==> src/rtl/rv32i_types.sv <==
// Shared RISC-V core types: LSU state encoding, load/store funct3 codes and
// small helpers for funct3 legality and alignment checks.
package rv32i_types;

   typedef enum logic [1:0] {
      IDLE = 2'd0,
      BUSY = 2'd1,
      HOLD = 2'd2
   } lsu_state_t;

   typedef enum logic [2:0] {
      F3_LB  = 3'b000,
      F3_LH  = 3'b001,
      F3_LW  = 3'b010,
      F3_LD  = 3'b011,
      F3_LBU = 3'b100,
      F3_LHU = 3'b101,
      F3_LWU = 3'b110
   } load_funct3_t;

   typedef enum logic [2:0] {
      F3_SB = 3'b000,
      F3_SH = 3'b001,
      F3_SW = 3'b010,
      F3_SD = 3'b011
   } store_funct3_t;

   // ld, lwu and sd only exist on a 64-bit datapath.
   function automatic logic f3IsLegal(input logic store, input logic [2:0] f3, input logic is64);
      if (store)
         return !f3[2] && ((f3[1:0] != 2'b11) || is64);
      else
         return (f3 != 3'b111) && (((f3 != F3_LD) && (f3 != F3_LWU)) || is64);
   endfunction

   function automatic logic isMisaligned(input logic [1:0] size, input logic [2:0] addrLo);
      case (size)
         2'd1:    return addrLo[0];
         2'd2:    return |addrLo[1:0];
         2'd3:    return |addrLo;
         default: return 1'b0;
      endcase
   endfunction

endpackage

==> src/rtl/lsu_lane_align.sv <==
// Combinational lane logic for the LSU: byte-enable mask, store data shift
// and load data shift with sign/zero extension.
module lsu_lane_align
   import rv32i_types::*;
#(
   parameter int XLEN = 32
) (
   input  logic                          i_store,
   input  logic [2:0]                    i_funct3,
   input  logic [$clog2(XLEN/8)-1:0]     i_offset,
   input  logic [XLEN-1:0]               i_wdata,
   input  logic [XLEN-1:0]               i_rdata,
   output logic [XLEN/8-1:0]             o_mbe,
   output logic [XLEN-1:0]               o_wdata,
   output logic [XLEN-1:0]               o_rdata
);

   localparam int MBE_W  = XLEN / 8;
   localparam int LANE_W = $clog2(MBE_W);
   localparam bit IS64   = (XLEN == 64);

   logic              w_legal;
   logic [1:0]        w_size;
   logic [LANE_W-1:0] w_off;
   logic [7:0]        w_mask;
   logic [XLEN-1:0]   w_shifted;
   logic              w_sign;

   // Illegal encodings behave as an unshifted full-width access.
   always_comb begin
      w_legal   = f3IsLegal(i_store, i_funct3, IS64);
      w_size    = i_funct3[1:0];
      w_off     = w_legal ? i_offset : '0;
      w_sign    = 1'b0;
      case (w_size)
         2'd0:    w_mask = 8'h01;
         2'd1:    w_mask = 8'h03;
         2'd2:    w_mask = 8'h0F;
         default: w_mask = 8'hFF;
      endcase
      o_mbe     = w_legal ? (w_mask[MBE_W-1:0] << w_off) : '1;
      o_wdata   = i_wdata << {w_off, 3'b000};
      w_shifted = i_rdata >> {w_off, 3'b000};
      o_rdata   = w_shifted;
      if (w_legal && (w_size != 2'd3)) begin
         case (w_size)
            2'd0:    w_sign = w_shifted[7];
            2'd1:    w_sign = w_shifted[15];
            default: w_sign = w_shifted[31];
         endcase
         w_sign = w_sign & ~i_funct3[2];
         for (int i = 0; i < XLEN; i++)
            o_rdata[i] = (i < (8 << w_size)) ? w_shifted[i] : w_sign;
      end
   end

endmodule

==> src/rtl/lsu_mem_stage.sv <==
// MEM-stage load/store unit: request FSM, flush kill bit and response buffer.
// Optional misalignment trap enabled by defining LSU_MISALIGN_CHECK_EN.
module lsu_mem_stage
   import rv32i_types::*;
#(
   parameter  int XLEN   = 32,
   localparam int MBE_W  = XLEN / 8,
   localparam int LANE_W = $clog2(MBE_W)
) (
   input  logic             clk,
   input  logic             rst,
   input  logic             req_valid,
   output logic             req_ready,
   input  logic             req_store,
   input  logic [2:0]       req_funct3,
   input  logic [XLEN-1:0]  req_addr,
   input  logic [XLEN-1:0]  req_wdata,
   output logic             data_read,
   output logic             data_write,
   output logic [MBE_W-1:0] data_mbe,
   output logic [XLEN-1:0]  data_addr,
   output logic [XLEN-1:0]  data_wdata,
   input  logic             data_resp,
   input  logic [XLEN-1:0]  data_rdata,
   output logic             rsp_valid,
   input  logic             rsp_ready,
   output logic [XLEN-1:0]  rsp_rdata,
   output logic             rsp_misalign,
   input  logic             flush
);

   lsu_state_t        r_state;
   logic              r_store;
   logic              r_kill;
   logic [2:0]        r_funct3;
   logic [LANE_W-1:0] r_off;

   logic              w_idle;
   logic              w_store;
   logic [2:0]        w_funct3;
   logic [LANE_W-1:0] w_off;
   logic              w_misalign;
   logic [MBE_W-1:0]  w_mbe;
   logic [XLEN-1:0]   w_wdata;
   logic [XLEN-1:0]   w_rdata;

   // One lane aligner serves both phases: incoming request in IDLE, held request in BUSY.
   assign w_idle   = (r_state == IDLE);
   assign w_store  = w_idle ? req_store  : r_store;
   assign w_funct3 = w_idle ? req_funct3 : r_funct3;
   assign w_off    = w_idle ? req_addr[LANE_W-1:0] : r_off;

`ifdef LSU_MISALIGN_CHECK_EN
   assign w_misalign = f3IsLegal(req_store, req_funct3, XLEN == 64) &&
                       isMisaligned(req_funct3[1:0], req_addr[2:0]);
`else
   assign w_misalign = 1'b0;
`endif

   lsu_lane_align #(.XLEN(XLEN)) u_align (
      .i_store  (w_store),
      .i_funct3 (w_funct3),
      .i_offset (w_off),
      .i_wdata  (req_wdata),
      .i_rdata  (data_rdata),
      .o_mbe    (w_mbe),
      .o_wdata  (w_wdata),
      .o_rdata  (w_rdata)
   );

   // A flush during BUSY cannot cancel the memory access, so it is remembered in r_kill.
   always_ff @(posedge clk or negedge rst) begin
      if (!rst) begin
         r_state      <= IDLE;
         r_store      <= 1'b0;
         r_kill       <= 1'b0;
         r_funct3     <= '0;
         r_off        <= '0;
         req_ready    <= 1'b1;
         data_read    <= 1'b0;
         data_write   <= 1'b0;
         data_mbe     <= '0;
         data_addr    <= '0;
         data_wdata   <= '0;
         rsp_valid    <= 1'b0;
         rsp_rdata    <= '0;
         rsp_misalign <= 1'b0;
      end else begin
         case (r_state)
            IDLE: begin
               if (req_valid) begin
                  r_store   <= req_store;
                  r_funct3  <= req_funct3;
                  r_off     <= req_addr[LANE_W-1:0];
                  r_kill    <= 1'b0;
                  req_ready <= 1'b0;
                  if (w_misalign) begin
                     r_state      <= HOLD;
                     rsp_valid    <= 1'b1;
                     rsp_misalign <= 1'b1;
                     rsp_rdata    <= '0;
                  end else begin
                     r_state    <= BUSY;
                     data_read  <= !req_store;
                     data_write <= req_store;
                     data_mbe   <= w_mbe;
                     data_addr  <= {req_addr[XLEN-1:LANE_W], {LANE_W{1'b0}}};
                     data_wdata <= req_store ? w_wdata : '0;
                  end
               end
            end
            BUSY: begin
               if (data_resp) begin
                  data_read  <= 1'b0;
                  data_write <= 1'b0;
                  if (r_kill || flush) begin
                     r_state   <= IDLE;
                     req_ready <= 1'b1;
                  end else begin
                     r_state   <= HOLD;
                     rsp_valid <= 1'b1;
                     rsp_rdata <= r_store ? '0 : w_rdata;
                  end
               end else if (flush) begin
                  r_kill <= 1'b1;
               end
            end
            HOLD: begin
               if (flush || rsp_ready) begin
                  r_state      <= IDLE;
                  req_ready    <= 1'b1;
                  rsp_valid    <= 1'b0;
                  rsp_rdata    <= '0;
                  rsp_misalign <= 1'b0;
               end
            end
            default: begin
               r_state   <= IDLE;
               req_ready <= 1'b1;
            end
         endcase
      end
   end

endmodule

==> config.mk <==
export PLATFORM = sky130hd
export DESIGN_NAME = lsu_mem_stage
export DESIGN_NICKNAME = d
export VERILOG_FILES = /design/src/rtl/rv32i_types.sv /design/src/rtl/lsu_lane_align.sv /design/src/rtl/lsu_mem_stage.sv
export SDC_FILE = /design/constraint.sdc
export NUM_CORES = 1
export LEC_CHECK = 0
export ABC_AREA = 0
export CAP_MARGIN = 25
export CORE_MARGIN = 1
export CORE_UTILIZATION = 44
export DETAILED_ROUTE_END_ITERATION = 16
export GPL_ROUTABILITY_DRIVEN = 0
export GPL_TIMING_DRIVEN = 0
export PLACE_DENSITY = 0.83
export SYNTH_ARGS = -nofsm -noshare
export SYNTH_HDL_FRONTEND = slang
export SYNTH_SLANG_ARGS = --single-unit
==> constraint.sdc <==
create_clock -name clk -period 3 [get_ports clk]
set_input_delay 0.6 -clock clk [delete_from_list [all_inputs] [get_ports clk]]
set_output_delay 0.6 -clock clk [all_outputs]
set_load 0.05 [all_outputs]
==> impl_metrics.ini, run 1 <==
[status]
status = completed

[worst_hold_path]
hp-class = primary input to asynchronous set/reset pin

[clocking]
cts_sinks = 111
cts_tree = yes
htreeDepth = 3
cts-root-buf = clkbuf_16
ctsHoldBuffers = 0
clk_pin_slew_ns = 0.07
insertion_delay_ns = 0.36
cts_buffer_depth = 2
cts_buffers = 9
cts_setup_buffers = 0

[routing]
drtIter0Drc = 382
drt-vias-per-instance = 5.76
drt_first_pass_iters = 5
wl_per_cell_um = 19.8
ant_nets = 0
drt_wl_total_mm = 17.8
vias = 5175
drcViolationCount = 0

[global_route]
grt_pass1_wl_mm = 27.8
grt-ovfl-total = 0
antenna_found_initial = 0
grt_pass1_vias = 5421
grt_max_degree = 71
grt_use_total_pct = 27.9

[run]
drv_cap = 0

[timing]
timing.fmax_mhz = 340
fin_crit_sh_pct = 97.9
maxSlewHeadroom_pct = 50.6
rsz0062_at_grt = no
slew_violations = 0
period_needed_ns = 2.94
holdWs_ns = 0.237
fin_skew_ns = 0.00557
finalSetupViolations = 0
hold_viol_final = 0
worst_pin_slew_ns = 0.740

[placed_design]
hpwl_mm = 13.4
numPortBuffers = 206

[layout]
diodes = 0
area_delta_synth_final_pct = 47.1
fillCellCount = 942
nNetsFinal = 833
drive_gt1_share_pct = 14.8

[floorplanning]
core_um2 = 12100
ios = 211
initial_core_util_pct = 45.4
die_x_um = 114
rows = 40
die_area_um2 = 12900
die_h_um = 114

[yosys]
synth_cells = 507
synth_cell_types = 61
synth.top_cell.area_share_pct = 50.1
synth_top_area_cell = dfrtp_1
synthFlopType = dfrtp_1
yosys-top-cells-area = dfrtp_1 50%, mux2_2 11%, nand2_1 4.0%
ys_seq_area_share_pct = 50.5
yosysWarnings = 0
synth_enable_flop_cells = 0
ys_ff_latch = 111
async_flop_share_pct = 100
syn_avg_cell_area_um2 = 10.8
syn-cell-area_um2 = 5500

[worst_setup_path]
reg2reg_from = r_state[0]
critPathCaptureType = flip-flop
cp.required_ns = 3.24
cp-start-kind = primary input
cp-startpoint = req_funct3[2]
rrSetupSlack_ns = 0.22
crit_fanout = 10
crit_arrival_ns = 3.18
reg2reg_depth = 7
crit_end = rsp_rdata[22]
crit_type = primary input to flip-flop
r2r-end = rsp_rdata[22]

[pwr]
p_comb_share_pct = 60.0
pwr-share-seq_pct = 27.5
power.density_nw_per_um2 = 1130
power_frac_clock_pct = 12.5
max-vdd-ir-drop_uv = 713
internal_power_uw = 4660
swShare_pct = 48.9
p_sw_uw = 4450
p_leak_uw = 0.00351
power_uw = 9110
## cell usage after synthesis, types with 5 or more instances
cell type	count
a21o_1	8
a21oi_1	32
a221o_1	16
a22o_1	5
a31oi_1	9
a32o_1	5
and2_1	5
buf_2	11
clkbuf_1	16
dfrtp_1	110
inv_1	6
mux2_2	56
mux2i_1	17
nand2_1	58
nand2b_1	5
nand3_1	27
nor2_1	19
o21ai_0	25
o22ai_1	7
or3_1	5
## cell type report
| class | instances | area [um2] | area share, % |
|---|---|---|---|
| clock inverter | 3 | 18.8 | 0.232 |
| sequential | 111 | 2780 | 34.3 |
| tap | 168 | 210 | 2.60 |
| multi-input combinational | 358 | 2550 | 31.5 |
| buffer | 34 | 170 | 2.10 |
| clock buffer | 12 | 256 | 3.17 |
| timing repair buffer | 207 | 2090 | 25.8 |
| inverter | 6 | 22.5 | 0.278 |
## placed cells by master (no fill, tap or decap), drive strengths merged, types with 6 or more instances in the layout
cell type / synthesis / routed
o21ai: 28 / 28
mux2i: 17 / 17
a21o: 8 / 8
a21oi: 33 / 33
nor2: 22 / 22
nand3: 27 / 27
buf: 18 / 20
clkbuf: 16 / 28
mux2: 57 / 57
inv: 6 / 6
a221o: 16 / 16
a31oi: 9 / 9
nand2: 58 / 58
o22ai: 7 / 7
dfrtp: 110 / 110
clkdlybuf4s50: 0 / 205
## layer usage
layer	track usage (%)	wire [um]	share of wire (%)	vias to the layer above
met1	33.1	6880	39	2558
met3	8.77	1740	9.8	37
met2	47.7	8850	50	284
met4	10.5	376	2.1	0
met5	0	0	0	-
li1	-	-	-	2296
## worst min path at each step
stage | startpoint | endpoint | slack, ns | cells after the start
6_report | rst | rsp_rdata[27] | 0.24 | 1
5_1_grt | rst | rsp_rdata[27] | 0.29 | 1
4_1_cts | rst | rsp_rdata[27] | 0.25 | 1
3_5_place_dp | data_wdata[25] | data_wdata[25] | 0.46 | 1
3_3_place_gp | data_wdata[30] | data_wdata[30] | 0.46 | 1
2_1_floorplan | rst | data_addr[10] | 0.30 | 0
## cell families after synthesis
logic type | Yosys count | synth area share, %
flip-flops | 111 | 50.5
buffers and inverters | 40 | 3.46
AND/OR/NAND/NOR | 145 | 12.9
AO/OA/AOI/OAI | 136 | 18.3
multiplexers | 74 | 14.8
other | 1 | 0.0682
## sequential cells by signal (all words and copies together), names as in the netlist
register,count
rsp_rdata,32
rsp_valid,1
data_addr,30
r_kill,1
r_off,2
req_ready,1
r_store,1
r_state,2
data_mbe,4
r_funct3,3
data_write,1
data_read,1
data_wdata,32
## stage by stage
stage,std cells,setup WS [ns],setup TNS (ns),utilization (%),instance area (um2)
after global placement,883,-2.81,-317.78,64.2,7780
after global routing,899,0.0194,0,66.8,8090
after CTS,899,0.0852,0,66.7,8080
final,899,0.0624,0,66.8,8090
after detailed placement,884,-0.367,-9.91,64.4,7800
after floorplan,509,0.430,0,-,5510
## power groups by stage
stage,logic [uW],clock network [uW],registers [uW]
2_1_floorplan,1610,0,4430
3_3_place_gp,5330,0,2480
3_5_place_dp,5420,0,2510
4_1_cts,5450,1160,2490
5_1_grt,5720,1210,2560
6_report,5470,1140,2500
## what timing repair did
action | CTS | global route
endpoints found under the setup margin | 1 | 36
pin swaps | 0 | 1
resized for setup | 1 | 2
cloned | 0 | 0
## critical path, cell delays in order
cell             delay [ns]
clkdlybuf4s50_1        0.51
or4_4                  0.61
o31a_4                 0.16
a21oi_2                0.31
buf_4                  0.28
mux2_2                 0.38
a221o_1                0.32
(Power assumes the default switching activity.)
==> run 2, diff against run 1 <==
--- a/config.mk
+++ b/config.mk
@@ -7,6 +7,7 @@
 export LEC_CHECK = 0
 export ABC_AREA = 0
 export CAP_MARGIN = 25
+export CORE_ASPECT_RATIO = 1.4
 export CORE_MARGIN = 1
 export CORE_UTILIZATION = 44
 export DETAILED_ROUTE_END_ITERATION = 16
==> run 2 against run 1 <==
Non-clock buffer count unchanged. Flip-flop and latch count unchanged. Critical path depth increased by 1. Sequential power about the same. Routed wire length increased by 0.31%. First-iteration DRC count decreased by 6.3%. Design area increased by 0.32%. Die area about the same. Utilization increased by 0.86 points. Final cell count decreased by 2.4%. Maximum frequency decreased by 0.39%. Critical path type unchanged.
==> impl_metrics.ini, run 2 (synthesis results as in run 1) <==
[layout]
drive_gt1_share_pct = 14.8
fillCellCount = 940
seqCellArea_um2 = 2780
final_common_cell = clkdlybuf4s50_1
area_delta_synth_final_pct = 47.6
multi_input_area_um2 = 2550
top_regs = data_wdata (32), rsp_rdata (32), data_addr (30)
design_area_um2 = 8120
nNetsFinal = 833
fin_util_pct = 67.7
final_cell_mix = 205 x clkdlybuf4s50_1, 110 x dfrtp_1, 58 x nand2_1
diodes = 0

[worst_setup_path]
crit_fanout = 10
crit_type = primary input to flip-flop
crit_arrival_ns = 3.18
cp-start-kind = primary input
critPathCaptureType = flip-flop
cp.required_ns = 3.23

[status]
status = completed

[floorplanning]
core_um2 = 12000
die_h_um = 134
rows = 47
die_x_um = 96.5
die_area_um2 = 13000
initial_core_util_pct = 45.8
ios = 211

[clocking]
cts_tree = yes
insertion_delay_ns = 0.34
cts-root-buf = clkbuf_16
cts_buffer_depth = 2
cts_sinks = 111
cts_buffers = 9
clk_pin_slew_ns = 0.07
htreeDepth = 3
ctsHoldBuffers = 0

[worst_hold_path]
hp-class = primary input to asynchronous set/reset pin

[timing]
timing.fmax_mhz = 339
fin_crit_sh_pct = 98.3
hold_viol_final = 0
period_needed_ns = 2.95
worst_pin_slew_ns = 0.800
finalSetupViolations = 0
maxSlewHeadroom_pct = 46.7
fin_skew_ns = 0.00625
fin_tns_setup_ns = 0
rsz0062_at_grt = no
holdWs_ns = 0.323
slew_violations = 0

[pwr]
max-vdd-ir-drop_uv = 685
power.density_nw_per_um2 = 1140
p_leak_uw = 0.00352

[global_route]
grt-ovfl-total = 0
grt_pass1_wl_mm = 27.7
antenna_found_initial = 0
grt_use_total_pct = 28.2
grt_max_degree = 58
grt_pass1_vias = 5428

[routing]
drcViolationCount = 0
vias = 5167
drt_wl_total_mm = 17.9
ant_nets = 0
drt_first_pass_iters = 5
wl_per_cell_um = 20.4
drtIter0Drc = 358
drt-vias-per-instance = 5.89

[placed_design]
numPortBuffers = 206
hpwl_mm = 13.5
postPlaceCellArea_um2 = 7780

[run]
drv_cap = 0
## run 2: cell count changes in the layout (fill, tap and decap cells not counted)
cell / previous run / this run
bufinv_16: 0 / 2
clkinv_2: 2 / 0
a21oi_2: 2 / 1
a21oi_4: 0 / 1
buf_4: 5 / 4
clkbuf_1: 17 / 16
clkbuf_4: 0 / 1
clkinv_4: 1 / 0
clkinvlp_4: 0 / 1
## run 2: power breakdown
| group | internal, uW | switching (uW) |
|---|---|---|
| clock | 770 | 542 |
| combinational | 1950 | 3520 |
| sequential | 2110 | 386 |
| total | 4820 | 4450 |
## run 2: worst paths after layout
kind                                     start        endpoint  slack, ns  depth (start not counted)
worst max-delay path             req_funct3[2]   rsp_rdata[25]       0.05                          8
worst min-delay path                       rst   rsp_rdata[20]       0.32                          1
worst max register to register      r_state[0]   rsp_rdata[25]       0.14                          8
worst min register to register  data_wdata[27]  data_wdata[27]       0.48                          1
max in group asynchronous                  rst   data_addr[22]       1.94                          2
min in group clk                data_wdata[27]  data_wdata[27]       0.48                          1
## run 2: per-layer routing
metal	track usage, %	vias up	routed length, um	share of wire (%)
met5	0	-	0	0
met4	11.5	0	640	3.6
met3	6.24	46	1410	7.9
met2	50.0	308	9220	52
met1	31.9	2510	6630	37
li1	-	2303	-	-
## run 2: final cells by class
class	count	area share, %
Buffer	34	2.10
Clock buffer	11	3.11
Clock inverter	3	0.832
Inverter	6	0.277
Multi-Input combinational cell	358	31.5
Sequential cell	111	34.2
Tap cell	147	2.27
Timing Repair Buffer	207	25.7
## run 2: metrics by stage
stage          setup WS (ns)  cells  power, uW
2_1_floorplan          0.430    509       6040
3_3_place_gp           -2.84    862       7810
3_5_place_dp          -0.345    863       7910
4_1_cts              0.00605    877       9250
5_1_grt               0.0118    877       9660
6_report              0.0509    877       9280
## run 2: critical path, cell delays in order
cell	delay (ns)
clkdlybuf4s50_1	0.49
or4_4	0.60
o31ai_4	0.13
nor3_1	0.12
o32ai_2	0.51
a2111oi_4	0.24
buf_6	0.21
a221o_1	0.27
## run 2: timing repair
action	4_1_cts	5_1_grt
resized for setup	0	4
buffers inserted	0	0
endpoints found under the setup margin	0	33
